## src/rtl/led.sv

```systemverilog
// Memory-mapped LED output peripheral.
// Two write-only byte registers at BASE_ADDR (low byte) and BASE_ADDR+1
// (high byte, 8-bit wrap) drive 16 board LEDs. The block only samples the
// bus; it never drives it and has no read path.
module led #(
    parameter logic [7:0] BASE_ADDR = 8'hC0
) (
    input  logic       CLK,
    input  logic       RESET,
    input  logic [7:0] BUS_ADDR,
    input  logic [7:0] BUS_DATA,
    input  logic       BUS_WE,
    output logic [7:0] LEDH,
    output logic [7:0] LEDL
);

    // High-byte address. Declaring it as an 8-bit value makes BASE_ADDR 8'hFF
    // place the high register at 8'h00.
    localparam logic [7:0] HIGH_ADDR = BASE_ADDR + 8'd1;

    logic       sel_low;
    logic       sel_high;
    logic [7:0] reg_l;
    logic [7:0] reg_h;

    // Address decode: a write strobe selects at most one byte register.
    always_comb begin
        // NOTE: every output of a combinational block gets a default first,
        // so no path leaves it unassigned and no latch is inferred.
        sel_low  = 1'b0;
        sel_high = 1'b0;
        if (BUS_WE) begin
            sel_low  = (BUS_ADDR == BASE_ADDR);
            sel_high = (BUS_ADDR == HIGH_ADDR) && !sel_low;
        end
    end

    // Byte registers: reset wins over a simultaneous write; otherwise the
    // addressed byte takes the bus data and the other byte holds.
    always_ff @(posedge CLK) begin
        // NOTE: state is updated with non-blocking assignments so every flop
        // samples the pre-edge values regardless of statement order.
        if (!RESET) begin
            reg_l <= 8'h00;
            reg_h <= 8'h00;
        end else if (sel_low) begin
            reg_l <= BUS_DATA;
        end else if (sel_high) begin
            reg_h <= BUS_DATA;
        end
    end

    // Outputs come straight from the flops: no combinational path from the bus.
    assign LEDL = reg_l;
    assign LEDH = reg_h;

endmodule

```

## config.mk

```make
export PLATFORM = sky130hd
export DESIGN_NAME = led
export DESIGN_NICKNAME = d
export VERILOG_FILES = /design/src/rtl/led.sv
export SDC_FILE = /design/constraint.sdc
export NUM_CORES = 1
export LEC_CHECK = 0
export BUFFER_PORTS_ARGS = -buffer_cell sky130_fd_sc_hd__buf_2
export CAP_MARGIN = 20
export CORE_UTILIZATION = 30
export CTS_BUF_LIST = sky130_fd_sc_hd__clkbuf_4
export DETAILED_ROUTE_END_ITERATION = 8
export GPL_TIMING_DRIVEN = 0
export SYNTH_ARGS = -nofsm -noshare
export SYNTH_HDL_FRONTEND = slang
export SYNTH_SLANG_ARGS = --single-unit
```

## constraint.sdc

```tcl
create_clock -name CLK -period 2.1 [get_ports CLK]
set_input_delay 0.525 -clock CLK [delete_from_list [all_inputs] [get_ports CLK]]
set_output_delay 0.525 -clock CLK [all_outputs]
set_load 0.02 [all_outputs]
```

==> results of run 1 <==
## stage by stage
step           utilization, %  setup WS [ps]
3_5_place_dp             42.8            499
3_3_place_gp             42.8            543
5_1_grt                  44.1            717
2_1_floorplan               -            731
6_report                 44.1            780
4_1_cts                  44.1            762
## cells in the final DEF (no fill, tap or decap)
cell type	n
sky130_fd_sc_hd__nand2_1	24
sky130_fd_sc_hd__and4bb_2	1
sky130_fd_sc_hd__mux2i_1	16
sky130_fd_sc_hd__clkbuf_1	2
sky130_fd_sc_hd__nor4b_4	1
sky130_fd_sc_hd__buf_6	1
sky130_fd_sc_hd__clkbuf_4	3
sky130_fd_sc_hd__dfxtp_1	16
sky130_fd_sc_hd__buf_2	34
sky130_fd_sc_hd__and3b_1	1
sky130_fd_sc_hd__nand3_2	1
sky130_fd_sc_hd__clkinv_1	1
## how the worst min path moves through the flow
stage / slack (ps) / cells after the start / to
floorplan: 530 / 2 / LEDL[0]$_SDFFE_PN0P_
finish: 460 / 2 / LEDL[3]$_SDFFE_PN0P_
global placement: 440 / 2 / LEDL[6]$_SDFFE_PN0P_
global route: 480 / 2 / LEDH[0]$_SDFFE_PN0P_
detailed placement: 450 / 2 / LEDL[5]$_SDFFE_PN0P_
CTS: 460 / 2 / LEDH[3]$_SDFFE_PN0P_
## sequential cells by signal (all words and copies together) (netlist names)
name,flops
LEDH,8
LEDL,8
## logic make-up (layout without fill, tap and decap cells)
logic type,count (synthesis),in the layout,share of synthesized area (%)
buf+inv,3,41,2.91
mux,16,16,24.9
simple gates,28,28,22.5
flops,16,16,49.7
## where the power goes
| group | switching, mW | internal [mW] |
|---|---|---|
| sequential | 0.000180 | 0.303 |
| clock | 0.0896 | 0.0688 |
| combinational | 0.0184 | 0.0180 |
| total | 0.108 | 0.390 |
## metal layers
| layer | up-vias | wire length [um] | GRT usage, % |
|---|---|---|---|
| met2 | 25 | 622 | 20.7 |
| met3 | 0 | 125 | 4.72 |
| met4 | 0 | 0 | 5.88 |
| met1 | 252 | 594 | 14.1 |
| met5 | - | 0 | 0 |
| li1 | 285 | - | - |
## cell type report
| class | count | area, um^2 | area share [%] |
|---|---|---|---|
| Buffer | 3 | 18.8 | 2.15 |
| Clock buffer | 3 | 22.5 | 2.58 |
| Clock inverter | 1 | 3.75 | 0.429 |
| Multi-Input combinational cell | 44 | 305 | 34.9 |
| Sequential cell | 16 | 320 | 36.6 |
| Tap cell | 27 | 33.8 | 3.86 |
| Timing Repair Buffer | 34 | 170 | 19.5 |
==> out/qor.yml, run 1 <==
result_of_the_run: "complete, no violations"
wirelength_um: 1340
power_density_nw_per_um2: 570
rsz0062_at_grt: "false"
setup.worst_path.end: "LEDH[1]"
most_instantiated_library_cell_after_synthesis: "sky130_fd_sc_hd__nand2_1"
critical_path_buf_inv_count: 1
initial_antenna_violation_count: 0
grt_max_degree: 11
path_max_fanout: 2
routabilityCongestion: 0.648
top_cells_by_area_synth: "sky130_fd_sc_hd__dfxtp_1 50%, sky130_fd_sc_hd__mux2i_1 25%, sky130_fd_sc_hd__nand2_1 14%"
ys.warnings.count: 0
place_hpwl_um: 1040
slowest_delay_ps: 350
final-max-slew-violation-count: 0
fin_setup_tns_ps: 0
type_of_the_tightest_min_delay_check: "register to register"
worst_case_clock_skew_ps: 0
power_leakage_nw: 0.456
crit_start: "LEDH[1]$_SDFFE_PN0P_"
holdWs_ps: 458
layout.cell_area.non_filler_um2: 875
cts_made_buffers: 3
clock_tree_root_buffer_cell: "sky130_fd_sc_hd__clkbuf_4"
synth_top_area_share_pct: 49.7
die_width_um: 48.3
worst_ep_arrival_time_ps: 790
synth_seq_cells: 16
final_layout_size_suffix_gt1_share_pct: 40.6
grt_first_pass_wirelength_um: 2280
core_um2: 1980
syn_inst: 63
synth.distinct_cells: 9
timing.critical_path.cells: "buf_2"
r2r_setup_slack_ps: 1500
final_antenna_diode_count: 0
vdd.ir_drop.worst_mv: 0.326
drt-pass1-iter-count: 1
timing.max_slew.rel_slack_pct: 69.5
worst_slew_pin_slew_ps: 458
dominantRegCellSynth: "sky130_fd_sc_hd__dfxtp_1"
drv.max_cap_violation_count: 0
detailroute.via_count: 562
finish.cell_count_without_fillers: 128
ios: 35
gr_util_all_layers_pct: 12.5
placement.cell_area_um2: 848
timing.final.crit_share_pct: 62.8
initialDrtViolationCount: 0
post-route-drc-count: 0
synth_common_cells: "24 x sky130_fd_sc_hd__nand2_1, 16 x sky130_fd_sc_hd__dfxtp_1, 16 x sky130_fd_sc_hd__mux2i_1"
place.detailed.instances: 124
synth_top_cell_by_area: "sky130_fd_sc_hd__dfxtp_1"
r2r.worst_path.cells: 2
cts_sinks: 16
slowest_stage: "sky130_fd_sc_hd__dfxtp_1"
die_h_um: 48.3
crit_required_ps: 1570
globalRouteOverflowTotal: 0
synth_edf_count: 0
timing.critical_path.max_delay_family: "flip-flops"
portBuffers: 34
area_growth_syn_to_layout_pct: 35.7
critical_path.reg2reg.startpoint: "LEDL[1]$_SDFFE_PN0P_"
fillCellCount: 211
cts-hold-fix-buffers: 0
timing.critical_path.from_type: "register"
wl_per_cell_um: 10.5
cts_tree: "yes"
rows: 16
synthesis.nets: 82
post_cts_resized: 0
cts.path.max_buffers: 2
final_period_minus_worst_setup_slack_ps: 1320
routed_via_density: 4.39
timing.hold.worst.start: "LEDL[3]$_SDFFE_PN0P_"
clock_latency_ps: 280
timing.rr.end: "LEDL[1]$_SDFFE_PN0P_"
vias_in_the_first_global_route: 547
syn_area_um2: 644
cts_max_level: 1
worstSetupEndpointType: "primary output"
syn_area_per_cell_um2: 10.2
start_util_pct: 32.5
synth_seq_area_share_pct: 49.7
fmax_ghz: 0.758
postCtsSetupRepairBufs: 0
nNetsFinal: 121
ys_async_sr_fraction_pct: 0
count_of_final_setup_violators: 0
die-area_um2: 2340
finalPower_mw: 0.498
worst-path-stages: 1
finalHoldViolations: 0
ant_nets: 0
worst_setup_hold_path_clk_slew_ps: 90
critical_path_class: "register to primary output"
Note: power is estimated with default switching activity, not from simulation.
==> inputs of run 2 (changes only) <==
--- a/config.mk
+++ b/config.mk
@@ -5,6 +5,7 @@
 export SDC_FILE = /design/constraint.sdc
 export NUM_CORES = 1
 export LEC_CHECK = 0
+export ABC_AREA = 1
 export BUFFER_PORTS_ARGS = -buffer_cell sky130_fd_sc_hd__buf_2
 export CAP_MARGIN = 20
 export CORE_UTILIZATION = 30
==> constraint.sdc (replaced) <==
create_clock -name CLK -period 1.2 [get_ports CLK]
set_input_delay 0.3 -clock CLK [delete_from_list [all_inputs] [get_ports CLK]]
set_output_delay 0.3 -clock CLK [all_outputs]
set_load 0.02 [all_outputs]
==> run 2 against run 1 <==
  * The flow now finishes with violations (design-rule violations)
  * Power increased by 88%
  * Critical path depth stayed put
  * Synthesized area rose by 39%
  * Utilization fell by 3.9 points
  * Non-clock buffer count shrank 1
  * Worst setup slack lost 690 ps
  * Hold slack lost 120 ps
  * Sequential cell count unchanged
  * Combinational power increased to 3.0 times the previous value
  * Register-to-register slack worse by 920 ps
  * Critical path type unchanged
==> out/qor.yml, run 2 <==
result_of_the_run: "complete, but fails checks"
failed_checks: "design-rule violations"
gr_util_all_layers_pct: 12.5  # +0.044 points
nNetsFinal: 202  # +67%
ys.warnings.count: 0  # unchanged
timing.hold.worst.start: "RESET"
dominantRegCellSynth: "sky130_fd_sc_hd__dfxtp_1"
globalRouteOverflowTotal: 0  # unchanged
path_max_fanout: 2  # unchanged
worst_slew_pin_slew_ps: 305  # -153 ps
final_period_minus_worst_setup_slack_ps: 1110
count_of_final_setup_violators: 0  # unchanged
timing.critical_path.max_delay_family: "flip-flops"
worst_case_clock_skew_ps: 0  # unchanged
finalHoldViolations: 0  # unchanged
final-max-slew-violation-count: 0  # unchanged
routabilityCongestion: 0.747  # +15%
slowest_delay_ps: 350  # about the same
r2r.worst_path.cells: 4  # +2
drt-pass1-iter-count: 6  # +5
rows: 19  # +3
cts.path.max_buffers: 2  # unchanged
top_cells_by_area_synth: "sky130_fd_sc_hd__dfxtp_1 36%, sky130_fd_sc_hd__inv_1 18%, sky130_fd_sc_hd__nand2_1 16%"
vdd.ir_drop.worst_mv: 0.658  # +100%
type_of_the_tightest_min_delay_check: "input port to register"
ios: 35  # unchanged
initial_antenna_violation_count: 0  # unchanged
cts_sinks: 16  # unchanged
finish.cell_count_without_fillers: 213  # +66%
syn_area_um2: 897  # +39%
synth_seq_area_share_pct: 35.7  # -14 points
place.detailed.instances: 209  # +69%
core_um2: 2810  # +42%
wl_per_cell_um: 8.01  # -24%
synth_common_cells: "44 x sky130_fd_sc_hd__inv_1, 38 x sky130_fd_sc_hd__nand2_1, 17 x sky130_fd_sc_hd__nor2_1"
timing.critical_path.cells: "buf_2"
worst_hold_path.num_cells: 3  # +1
clock_latency_ps: 290  # about the same
place_hpwl_um: 1380  # +33%
timing.hold.worst_endpoint: "LEDH[7]$_SDFFE_PN0P_"
detailroute.via_count: 840  # +49%
r2r_setup_slack_ps: 580  # -920 ps
holdWs_ps: 335  # -123 ps
slowest_stage: "sky130_fd_sc_hd__dfxtp_1"
synth_top_area_share_pct: 35.7  # -14 points
ant_nets: 0  # unchanged
cts-hold-fix-buffers: 0  # unchanged
synth.distinct_cells: 12  # +3
worst-path-stages: 1  # unchanged
critical_path_buf_inv_count: 1  # unchanged
crit_required_ps: 900  # -670 ps
cts_made_buffers: 3  # unchanged
synth_top_cell_by_area: "sky130_fd_sc_hd__dfxtp_1"
syn_inst: 145  # +130%
area_growth_syn_to_layout_pct: 25.7
fin_setup_tns_ps: 0  # unchanged
grt_max_degree: 11  # unchanged
wirelength_um: 1710  # +27%
cts_max_level: 1  # unchanged
drv.max_cap_violation_count: 0  # unchanged
initialDrtViolationCount: 11  # +11
worstSetupEndpointType: "primary output"
routed_via_density: 3.94  # -10%
cts_tree: "yes"
synth_edf_count: 0  # unchanged
synthesis.nets: 164  # +100%
setup_slack_of_the_critical_path_after_layout_ps: 87.7  # -693 ps
die_width_um: 56.7  # +17%
grt_first_pass_wirelength_um: 3160  # +39%
portBuffers: 33  # -2.9%
critical_path.reg2reg.startpoint: "LEDL[5]$_SDFFE_PN0P_"
start_util_pct: 32.0  # -0.53 points
post_cts_resized: 0  # unchanged
ys_async_sr_fraction_pct: 0  # unchanged
critical_path_class: "register to primary output"
post-route-drc-count: 4  # +4
postCtsSetupRepairBufs: 0  # unchanged
power_density_nw_per_um2: 831  # +46%
timing.critical_path.from_type: "register"
timing.max_slew.rel_slack_pct: 79.7  # +10 points
vias_in_the_first_global_route: 775  # +42%
die-area_um2: 3210  # +37%
syn_area_per_cell_um2: 6.19  # -40%
clock_tree_root_buffer_cell: "sky130_fd_sc_hd__clkbuf_4"
timing.final.crit_share_pct: 92.7
fmax_ghz: 0.899
fillCellCount: 319  # +51%
worst_setup_hold_path_clk_slew_ps: 100  # about the same
most_instantiated_library_cell_after_synthesis: "sky130_fd_sc_hd__inv_1"
power_leakage_nw: 0.644  # +41%
final_common_cell: "sky130_fd_sc_hd__inv_1"
final_antenna_diode_count: 0  # unchanged
most-common-layout-cells: "44 x sky130_fd_sc_hd__inv_1, 38 x sky130_fd_sc_hd__nand2_1, 33 x sky130_fd_sc_hd__buf_2, 17 x sky130_fd_sc_hd__nor2_1"
die_h_um: 56.7  # +17%
final_core_utilization_pct: 40.2  # -3.9 points
rsz0062_at_grt: "false"
placement.cell_area_um2: 1100  # +30%
final_layout_size_suffix_gt1_share_pct: 26.9  # -14 points
timing.rr.end: "LEDL[5]$_SDFFE_PN0P_"
worst_ep_arrival_time_ps: 810  # +20 ps
layout.cell_area.non_filler_um2: 1130  # +29%
pre_cts_slack_ps: -24.4  # -524 ps
synth_seq_cells: 16  # unchanged
finalPower_mw: 0.937  # +88%
run 2: cell types whose count changed in the layout (fill, tap and decap cells not counted), moves of 3 or more:
| cell | previous run | this run |
|---|---|---|
| sky130_fd_sc_hd__nor2_1 | 0 | 17 |
| sky130_fd_sc_hd__mux2i_1 | 16 | 0 |
| sky130_fd_sc_hd__inv_2 | 0 | 3 |
| sky130_fd_sc_hd__inv_1 | 0 | 44 |
| sky130_fd_sc_hd__nor2_4 | 0 | 3 |
| sky130_fd_sc_hd__nand3_1 | 0 | 16 |
| sky130_fd_sc_hd__nand2_1 | 24 | 38 |
run 2: report_power, final:
group          switching [mW]  total (mW)  internal [mW]
logic                  0.0645       0.108         0.0435
clock network           0.176       0.297          0.121
registers            0.000541       0.532          0.532
total                   0.241       0.937          0.696
run 2: kinds of logic (layout without fill, tap and decap cells):
logic type | count (synthesis) | after routing | share of synthesized area, %
AND/OR/NAND/NOR | 79 | 79 | 41.7
flip-flops | 16 | 16 | 35.7
buffers and inverters | 50 | 87 | 22.6
run 2: worst max path at each step:
stage                          from              endpoint  slack [ps]
2_1_floorplan           BUS_ADDR[3]  LEDL[3]$_SDFFE_PN0P_         190
3_3_place_gp            BUS_ADDR[3]  LEDL[3]$_SDFFE_PN0P_         -20
3_5_place_dp            BUS_ADDR[3]  LEDH[1]$_SDFFE_PN0P_         -20
4_1_cts        LEDL[5]$_SDFFE_PN0P_               LEDL[5]          70
5_1_grt        LEDL[5]$_SDFFE_PN0P_               LEDL[5]          50
6_report       LEDL[5]$_SDFFE_PN0P_               LEDL[5]          90
run 2: area by class of cell:
cell class	instances	area, um^2	share of cell area [%]
buffer	3	26.3	2.33
clock buffer	3	22.5	2.00
clock inverter	1	3.75	0.333
inverter	47	176	15.6
multi-input combinational	79	374	33.2
sequential	16	320	28.4
tap	31	38.8	3.44
timing repair buffer	33	165	14.7
run 2: routing by layer:
| metal | wire length [um] | global-route usage, % | part of all wire [%] | up-vias |
|---|---|---|---|---|
| met5 | 0 | 0 | 0 | - |
| met4 | 0 | 4.29 | 0 | 0 |
| met2 | 703 | 19.9 | 41 | 25 |
| met1 | 863 | 15.4 | 51 | 335 |
| li1 | - | - | - | 480 |
| met3 | 139 | 4.61 | 8.1 | 0 |
